**config.mk**
```make
export PLATFORM = sky130hd
export DESIGN_NAME = segmod
export DESIGN_NICKNAME = d
export VERILOG_FILES = /design/src/rtl/segmod.sv
export SDC_FILE = /design/constraint.sdc
export NUM_CORES = 1
export LEC_CHECK = 0
export ABC_CLOCK_PERIOD_IN_PS = 2200
export CAP_MARGIN = 20
export CORE_ASPECT_RATIO = 0.8
export CORE_UTILIZATION = 38
export CTS_BUF_LIST = sky130_fd_sc_hd__clkbuf_16
export CTS_CLUSTER_SIZE = 30
export DETAILED_ROUTE_END_ITERATION = 16
export GPL_ROUTABILITY_DRIVEN = 0
export PLACE_DENSITY = 0.61
export SYNTH_ARGS = -nofsm -noshare
export SYNTH_HDL_FRONTEND = slang
export SYNTH_SLANG_ARGS = --single-unit
```
**constraint.sdc**
```tcl
create_clock -name clk -period 2.2 [get_ports clk]
set_input_delay 0.44 -clock clk [delete_from_list [all_inputs] [get_ports clk]]
set_output_delay 0.44 -clock clk [all_outputs]
set_load 0.03 [all_outputs]
```
**src/rtl/segmod.sv**
```systemverilog
// segmod: seconds counter and minute-carry source.
// Divides clk down to a once-per-second tick, counts seconds 0..SEC_WRAP-1,
// shows SEC_WRAP on seg for a single cycle as the minute carry, and takes
// manual +1/-1 second adjust pulses.
// Optional build macro SEG_PRESET_EN adds a preset_load/preset_val port pair.
//
// state | meaning
// ------+--------------------------------------------------------------
// COUNT | normal counting, seg in 0..SEC_WRAP-1
// CARRY | one cycle with seg==SEC_WRAP, carry high; tick here is deferred
module segmod #(
   parameter int PRESCALE = 10000,
   parameter int SEC_WRAP = 60
) (
   input  logic        clk,
   input  logic        reset,
   input  logic        enable,
   input  logic        up_seg,
   input  logic        down_seg,
`ifdef SEG_PRESET_EN
   input  logic        preset_load,
   input  logic [5:0]  preset_val,
`endif
   output logic [31:0] seg,
   output logic        sec_tick,
   output logic        carry
);

   localparam int PW = $clog2(PRESCALE);
   localparam logic [PW-1:0] PRE_LAST = PW'(PRESCALE - 1);
   localparam logic [5:0]    WRAP     = 6'(SEC_WRAP);
   localparam logic [5:0]    LAST     = 6'(SEC_WRAP - 1);

   typedef enum logic {COUNT = 1'b0, CARRY = 1'b1} state_t;

   state_t        state, state_nxt;
   logic [PW-1:0] pre;
   logic [5:0]    cnt, cnt_nxt;
   logic          pending, pending_nxt;
   logic          tick;
   logic          inc;
   logic          load;
   logic [5:0]    load_val;

`ifdef SEG_PRESET_EN
   // Preset is clamped to the last normal count so a load never fakes a carry.
   assign load     = preset_load;
   assign load_val = (preset_val > LAST) ? LAST : preset_val;
`else
   assign load     = 1'b0;
   assign load_val = 6'd0;
`endif

   assign tick = enable && (pre == PRE_LAST);
   assign inc  = tick || up_seg || pending;

   // Prescaler and registered second strobe.
   always_ff @(posedge clk or negedge reset) begin
      if (!reset) begin
         pre      <= '0;
         sec_tick <= 1'b0;
      end else begin
         sec_tick <= tick;
         if (load || tick)
            pre <= '0;
         else if (enable)
            pre <= pre + 1'b1;
      end
   end

   // State, seconds count and deferred-tick flag.
   always_ff @(posedge clk or negedge reset) begin
      if (!reset) begin
         state   <= COUNT;
         cnt     <= 6'd0;
         pending <= 1'b0;
      end else begin
         state   <= state_nxt;
         cnt     <= cnt_nxt;
         pending <= pending_nxt;
      end
   end

   // Next-state and next-count decode; preset overrides everything.
   always_comb begin
      state_nxt   = state;
      cnt_nxt     = cnt;
      pending_nxt = pending;
      if (load) begin
         state_nxt   = COUNT;
         cnt_nxt     = load_val;
         pending_nxt = 1'b0;
      end else begin
         case (state)
            COUNT: begin
               if (inc) begin
                  pending_nxt = 1'b0;
                  if (cnt == LAST) begin
                     cnt_nxt   = WRAP;
                     state_nxt = CARRY;
                  end else begin
                     cnt_nxt = cnt + 6'd1;
                  end
               end else if (down_seg) begin
                  cnt_nxt = (cnt == 6'd0) ? LAST : cnt - 6'd1;
               end
            end
            CARRY: begin
               // Adjust pulses are ignored here; a tick is remembered so the
               // second is not lost.
               cnt_nxt   = 6'd0;
               state_nxt = COUNT;
               if (tick)
                  pending_nxt = 1'b1;
            end
            default: begin
               cnt_nxt   = 6'd0;
               state_nxt = COUNT;
            end
         endcase
      end
   end

   // Outputs decoded from the current state and count.
   always_comb begin
      carry = (state == CARRY);
      seg   = {26'd0, cnt};
   end

endmodule

```
==> impl_metrics.csv, run 1 <==
group,metric,value,unit
placed_design,dp.cells,226,
logic_synthesis,synth_cells,163,
logic_synthesis,synth.area.top_cells,"dfrtp_1 37%, buf_4 13%, xnor2_1 4.5%, ha_1 3.2%, nor2_1 3.1%",
finish,n_antenna_cell,0,
floorplanning,die-area,4358,sq um
finish,fin_util,44.38,%
finish,final_cell_area,1710,sq um
logic_synthesis,syn_area,1556,sq um
critical_path,crit_buf_inv,1,
placed_design,place_area,1632,sq um
global_route,track_usage,15.07,%
critical_path,worstSetupStartpoint,"cnt[2]",
routing,wl,2.762,mm
cts,ctsHtreeMaxLevel,1,
sta,drv_slew,0,
routing,drt_iter0_markers,50,
cts,cts_tree,"yes",
sta,fmax,507.0,MHz
critical_path,crit_type,"reg2out",
min_path,min_path_type,"reg2reg",
logic_synthesis,ys_seq_elements,23,
critical_path,crit_chain,"clkdlybuf4s50_1",
logic_synthesis,syn_area_per_cell,9.549,sq um
global_route,use_met1,21.05,%
sta,hold_viol_final,0,
cts,clk_path_buf_depth,2,
pwr,p_leak,0.0007728,uW
cts,numCtsBuffers,3,
critical_path,critical_path.top_delay_family,"buffers and inverters",
routing,via_per_inst,4.796,
global_route,grt_pass1_wl,4.919,mm
cts,clkSinkCount,23,
routing,vias,1103,
routing,drc,0,
logic_synthesis,ys_warn_count,0,
finish,syn_to_final_growth,9.887,%
placed_design,post-dp-hpwl,2.109,mm
critical_path,reg2reg_from,"cnt[0]",
global_route,overflow,0,
critical_path,cp.depth,1,
min_path,worstHoldStart,"pre[7]",
placed_design,port_buffers,12,
logic_synthesis,dominantRegCellSynth,"dfrtp_1",
critical_path,endpoint_kind,"primary output",
floorplanning,die_h,59.25,um
floorplanning,die_w,73.56,um
critical_path,arrival,1530,ps
critical_path,crit_required,1760,ps
cts,clk_pin_slew,60,ps
pwr,cellPowerDensity,1088,nW/um^2
critical_path,start_kind,"flop",
sta,hold_slack,497.2,ps
routing,wl_per_cell,12.01,um
cts,clk-insertion-delay-late,250,ps
finish,fin_cells,230,
sta,worst_slew_pin_slew,498.5,ps
logic_synthesis,async_reset_ff_share,100.0,%
logic_synthesis,ys_top_cells_by_count,"27 x buf_4, 23 x dfrtp_1, 13 x nor2_1",
sta,slew_headroom,66.51,%
floorplanning,boundaryPins,39,
logic_synthesis,yosysMostFrequentCell,"buf_4",
sta,fin_crit,1972,ps
global_route,antenna_found_initial,0,
pwr,irDropWorstVdd,0.3645,mV
logic_synthesis,netlist.top_cell.by_area,"dfrtp_1",
cts,postCtsHoldBufs,0,
sta,finalCritPeriodShare,89.65,%
global_route,use_met3,3.401,%
finish,final_nets,185,
sta,rsz0062_at_grt,"false",
sta,setup-tns-final,0,ps
global_route,grt_max_degree,24,
min_path,hold_depth,1,
global_route,grt_pass1_vias,1023,
logic_synthesis,yosysUniqueCellTypes,46,
run,maxCapViolCount,0,
floorplanning,rows,20,
global_route,gr-max-usage-layer,"met2",
finish,drive_gt1_share,8.571,%
floorplanning,core,3854,sq um
logic_synthesis,yosysTopAreaCellShare,36.98,%
logic_synthesis,seq_area_frac_synth,36.98,%
cts,cts_root_buf,"clkbuf_16",
sta,finClkSkew,1.163,ps
global_route,use_met2,22.94,%
critical_path,crit_slowest_cell,"clkdlybuf4s50_1",
routing,dr.pass1.iters,4,
run_status,status,"complete, no violations",
floorplanning,initial_core_util,40.39,%
sta,setup_viol,0,
cts,post-cts-setup-buffers,0,
critical_path,cp_max_fo,11,
routing,ant_nets,0,
critical_path,reg2regPathDepth,6,
logic_synthesis,synth_edf_count,0,
critical_path,critPathMaxStageDelay,750,ps
cts,cts_resized,0,
power breakdown:
part | internal [uW] | switching, uW
sequential | 535 | 203
combinational | 332 | 408
clock | 242 | 140
total | 1110 | 751
sequential cells by signal, indices dropped and copies added, names as in the netlist:
name and cells:
pre 14, cnt 6, carry 1, pending 1
sec_tick 1
layout by cell type, fill, tap and decap left out, drive strengths merged, types with 2 or more instances in the layout:
| master | netlist | routed |
|---|---|---|
| a211oi | 2 | 2 |
| clkdlybuf4s50 | 0 | 12 |
| nor4b | 2 | 2 |
| nor4 | 2 | 2 |
| nor2b | 3 | 3 |
| nand4 | 3 | 3 |
| xor2 | 5 | 5 |
| nor2 | 13 | 13 |
| nand2 | 6 | 6 |
| a311o | 2 | 2 |
| and2 | 3 | 3 |
| o21ai | 2 | 2 |
| mux2i | 2 | 2 |
| a31oi | 2 | 2 |
| inv | 6 | 7 |
| dfrtp | 23 | 23 |
| and3 | 5 | 5 |
| conb | 1 | 26 |
| xnor2 | 8 | 8 |
| clkbuf | 3 | 3 |
| buf | 31 | 5 |
| nor3 | 4 | 4 |
| ha | 4 | 4 |
| and4 | 3 | 3 |
| a21oi | 4 | 4 |
| nand3 | 9 | 9 |
final timing paths:
kind | endpoint | slack, ps
worst max-delay path | seg[2] | 230
worst min-delay path | pre[7] | 500
worst max register to register | cnt[0] | 280
worst min register to register | pre[7] | 500
max in group asynchronous | cnt[5] | 1420
min in group asynchronous | pre[7] | 550
kinds of logic (layout without fill, tap and decap cells):
| group | Yosys count | count (layout) | synth area share [%] |
|---|---|---|---|
| AO/OA/AOI/OAI | 23 | 23 | 12.70 |
| adder cells (fa/ha/maj) | 4 | 4 | 3.216 |
| multiplexers | 3 | 3 | 2.010 |
| other | 1 | 26 | 0.2409 |
| buffers and inverters | 40 | 27 | 17.20 |
| flip-flops | 23 | 23 | 36.98 |
| XOR/XNOR | 13 | 13 | 7.315 |
| AND/OR/NAND/NOR | 56 | 56 | 20.34 |
cell type report:
| type | instances | area, sq um |
|---|---|---|
| clock inverter | 1 | 3.754 |
| fill | 372 | 2143 |
| tap | 55 | 68.82 |
| sequential | 23 | 575.6 |
| multi-input combinational | 125 | 807.0 |
| timing repair buffer | 17 | 157.7 |
| clock buffer | 3 | 75.07 |
| inverter | 6 | 22.52 |
per-stage QoR:
| step | total power (uW) | worst slack [ps] |
|---|---|---|
| 2_1_floorplan | 1303 | 428.7 |
| 3_3_place_gp | 1461 | 131.3 |
| 3_5_place_dp | 1485 | 95.40 |
| 4_1_cts | 1876 | 216.5 |
| 5_1_grt | 2003 | 118.4 |
| 6_report | 1860 | 227.7 |
per-layer routing:
| layer | share of wire [%] | wire [um] | vias to the layer above |
|---|---|---|---|
| li1 | - | - | 543 |
| met1 | 49 | 1355 | 512 |
| met2 | 45 | 1236 | 44 |
| met3 | 4.8 | 133 | 4 |
| met4 | 1.3 | 36 | 0 |
| met5 | 0 | 0 | - |
Note: power is estimated with default switching activity, not from simulation.
==> inputs of run 2 (changes only) <==
--- a/config.mk
+++ b/config.mk
@@ -6,8 +6,9 @@
 export NUM_CORES = 1
 export LEC_CHECK = 0
 export ABC_CLOCK_PERIOD_IN_PS = 2200
-export CAP_MARGIN = 20
+export CAP_MARGIN = 10
 export CORE_ASPECT_RATIO = 0.8
+export CORE_MARGIN = 10
 export CORE_UTILIZATION = 38
 export CTS_BUF_LIST = sky130_fd_sc_hd__clkbuf_16
 export CTS_CLUSTER_SIZE = 30
==> impl_metrics.csv, run 2 (synthesis results as in run 1) <==
group,metric,value,unit
run_status,status,"complete, no violations",
pwr,clkPwrFrac,20.3,%
sta,final.setup.worst_slack,200.0,ps
floorplanning,core,3879,sq um
pwr,p_leak,0.0007722,uW
cts,clkSinkCount,23,
min_path,worstHoldStart,"pending",
global_route,antenna_found_initial,0,
critical_path,reg2reg_from,"cnt[0]",
placed_design,post-dp-hpwl,2.422,mm
min_path,min_path_type,"reg2reg",
finish,regMostFlops,"pre",
global_route,overflow,0,
finish,layout_commonest_cell,"conb_1",
placed_design,place_ws,106.9,ps
routing,wl_per_cell,13.14,um
finish,syn_to_final_growth,9.887,%
critical_path,critPathMaxStageDelay,750,ps
cts,clk-insertion-delay-late,250,ps
critical_path,critical_path.top_delay_family,"buffers and inverters",
pwr,pwr-share-seq,39.7,%
critical_path,start_kind,"flop",
cts,clk_path_buf_depth,2,
routing,drt_iter0_markers,91,
sta,rsz0062_at_grt,"false",
sta,hold_viol_final,0,
global_route,grt_pass1_wl,5.181,mm
finish,n_antenna_cell,0,
routing,dr.pass1.iters,5,
global_route,grt_pass1_vias,1146,
sta,fin_crit,2000,ps
routing,vias,1123,
sta,setup_viol,0,
finish,final_nets,185,
global_route,track_usage,8.487,%
cts,cts_root_buf,"clkbuf_16",
routing,wl,3.023,mm
global_route,grt_max_degree,24,
cts,cts_resized,0,
pwr,p_int,1109,uW
cts,postCtsHoldBufs,0,
floorplanning,boundaryPins,39,
cts,numCtsBuffers,3,
floorplanning,die_w,91.56,um
placed_design,dp.cells,226,
cts,cts_tree,"yes",
floorplanning,initial_core_util,40.13,%
sta,finClkSkew,2.029,ps
critical_path,crit_slowest_cell,"clkdlybuf4s50_1",
finish,layout_common_cells,"26 x conb_1, 23 x dfrtp_1, 13 x nor2_1, 12 x clkdlybuf4s50_1, 9 x nand3_1",
pwr,power_frac_comb,40.1,%
finish,largest_reg_flops,14,
critical_path,crit_chain,"clkdlybuf4s50_1",
sta,setup-tns-final,0,ps
floorplanning,die-area,7072,sq um
critical_path,crit_type,"reg2out",
cts,ctsHtreeMaxLevel,1,
run,maxCapViolCount,0,
cts,post-cts-setup-buffers,0,
placed_design,port_buffers,12,
critical_path,worstSetupStartpoint,"cnt[2]",
sta,drv_slew,0,
critical_path,endpoint_kind,"primary output",
floorplanning,die_h,77.25,um
critical_path,crit_buf_inv,1,
routing,ant_nets,0,
finish,drive_gt1_share,8.571,%
pwr,cellPowerDensity,1091,nW/um^2
critical_path,arrival,1560,ps
critical_path,cp_max_fo,11,
sta,finalCritPeriodShare,90.91,%
sta,fmax,500.0,MHz
cts,clk_pin_slew,60,ps
pwr,switching_share,40.60,%
routing,via_per_inst,4.883,
sta,worst_slew_pin_slew,503.9,ps
critical_path,crit_required,1760,ps
sta,slew_headroom,66.15,%
pwr,irDropWorstVdd,0.6755,mV
pwr,p_switching,757.9,uW
floorplanning,rows,20,
routing,drc,0,
finish,fin_cells,230,
finish,reg_top3,"pre x14, cnt x6",
run 2: cell counts in the layout (fill, tap and decap cells not counted):
Identical to the previous run, type by type.
run 2: tightest hold or removal path: stages, from the launching register on:
cell and delay, ps:
dfrtp_1 340, nor2_1 50, nor2_1 80
run 2: power by group through the flow:
stage	registers, uW	clock network [uW]	logic [uW]
floorplan	757	0	546
global placement	737	0	730
detailed placement	745	0	750
CTS	737	391	754
global route	770	409	820
finish	740	378	748
run 2: final timing paths:
path	to	slack (ps)	cells after the start
setup reg to reg	cnt[0]	320	6
setup / recovery	seg[2]	200	1
hold / removal	pending	500	2
min in group asynchronous	pre[7]	550	2
hold reg to reg	pending	500	2
max in group asynchronous	cnt[1]	1420	2
run 2: per-stage QoR:
| stage | hold WS, ps | total power, uW | instance area [sq um] | util [%] |
|---|---|---|---|---|
| floorplan | 144.4 | 1303 | 1650 | - |
| global placement | 478.5 | 1466 | 1632 | 42.06 |
| detailed placement | 490.6 | 1496 | 1632 | 42.06 |
| CTS | 500.9 | 1882 | 1710 | 44.10 |
| global route | 544.7 | 2000 | 1710 | 44.10 |
| finish | 501.0 | 1867 | 1710 | 44.10 |
run 2: cell type report:
cell class              count  area (sq um)
clock buffers               3         75.07
flip-flops and latches     23         575.6
repair buffers             17         157.7
fillers                   373          2168
clock inverters             1         3.754
inverters                   6         22.52
well taps                  55         68.82
multi-input cells         125         807.0
run 2: layer usage:
layer / vias to the layer above / wire (um) / part of all wire [%] / global-route usage (%)
met1: 520 / 1502 / 50 / 11.76
met3: 2 / 246 / 8.1 / 2.626
met5: - / 0 / 0 / 0
met2: 57 / 1243 / 41 / 11.91
li1: 544 / - / - / -
met4: 0 / 31 / 1.0 / 2.969
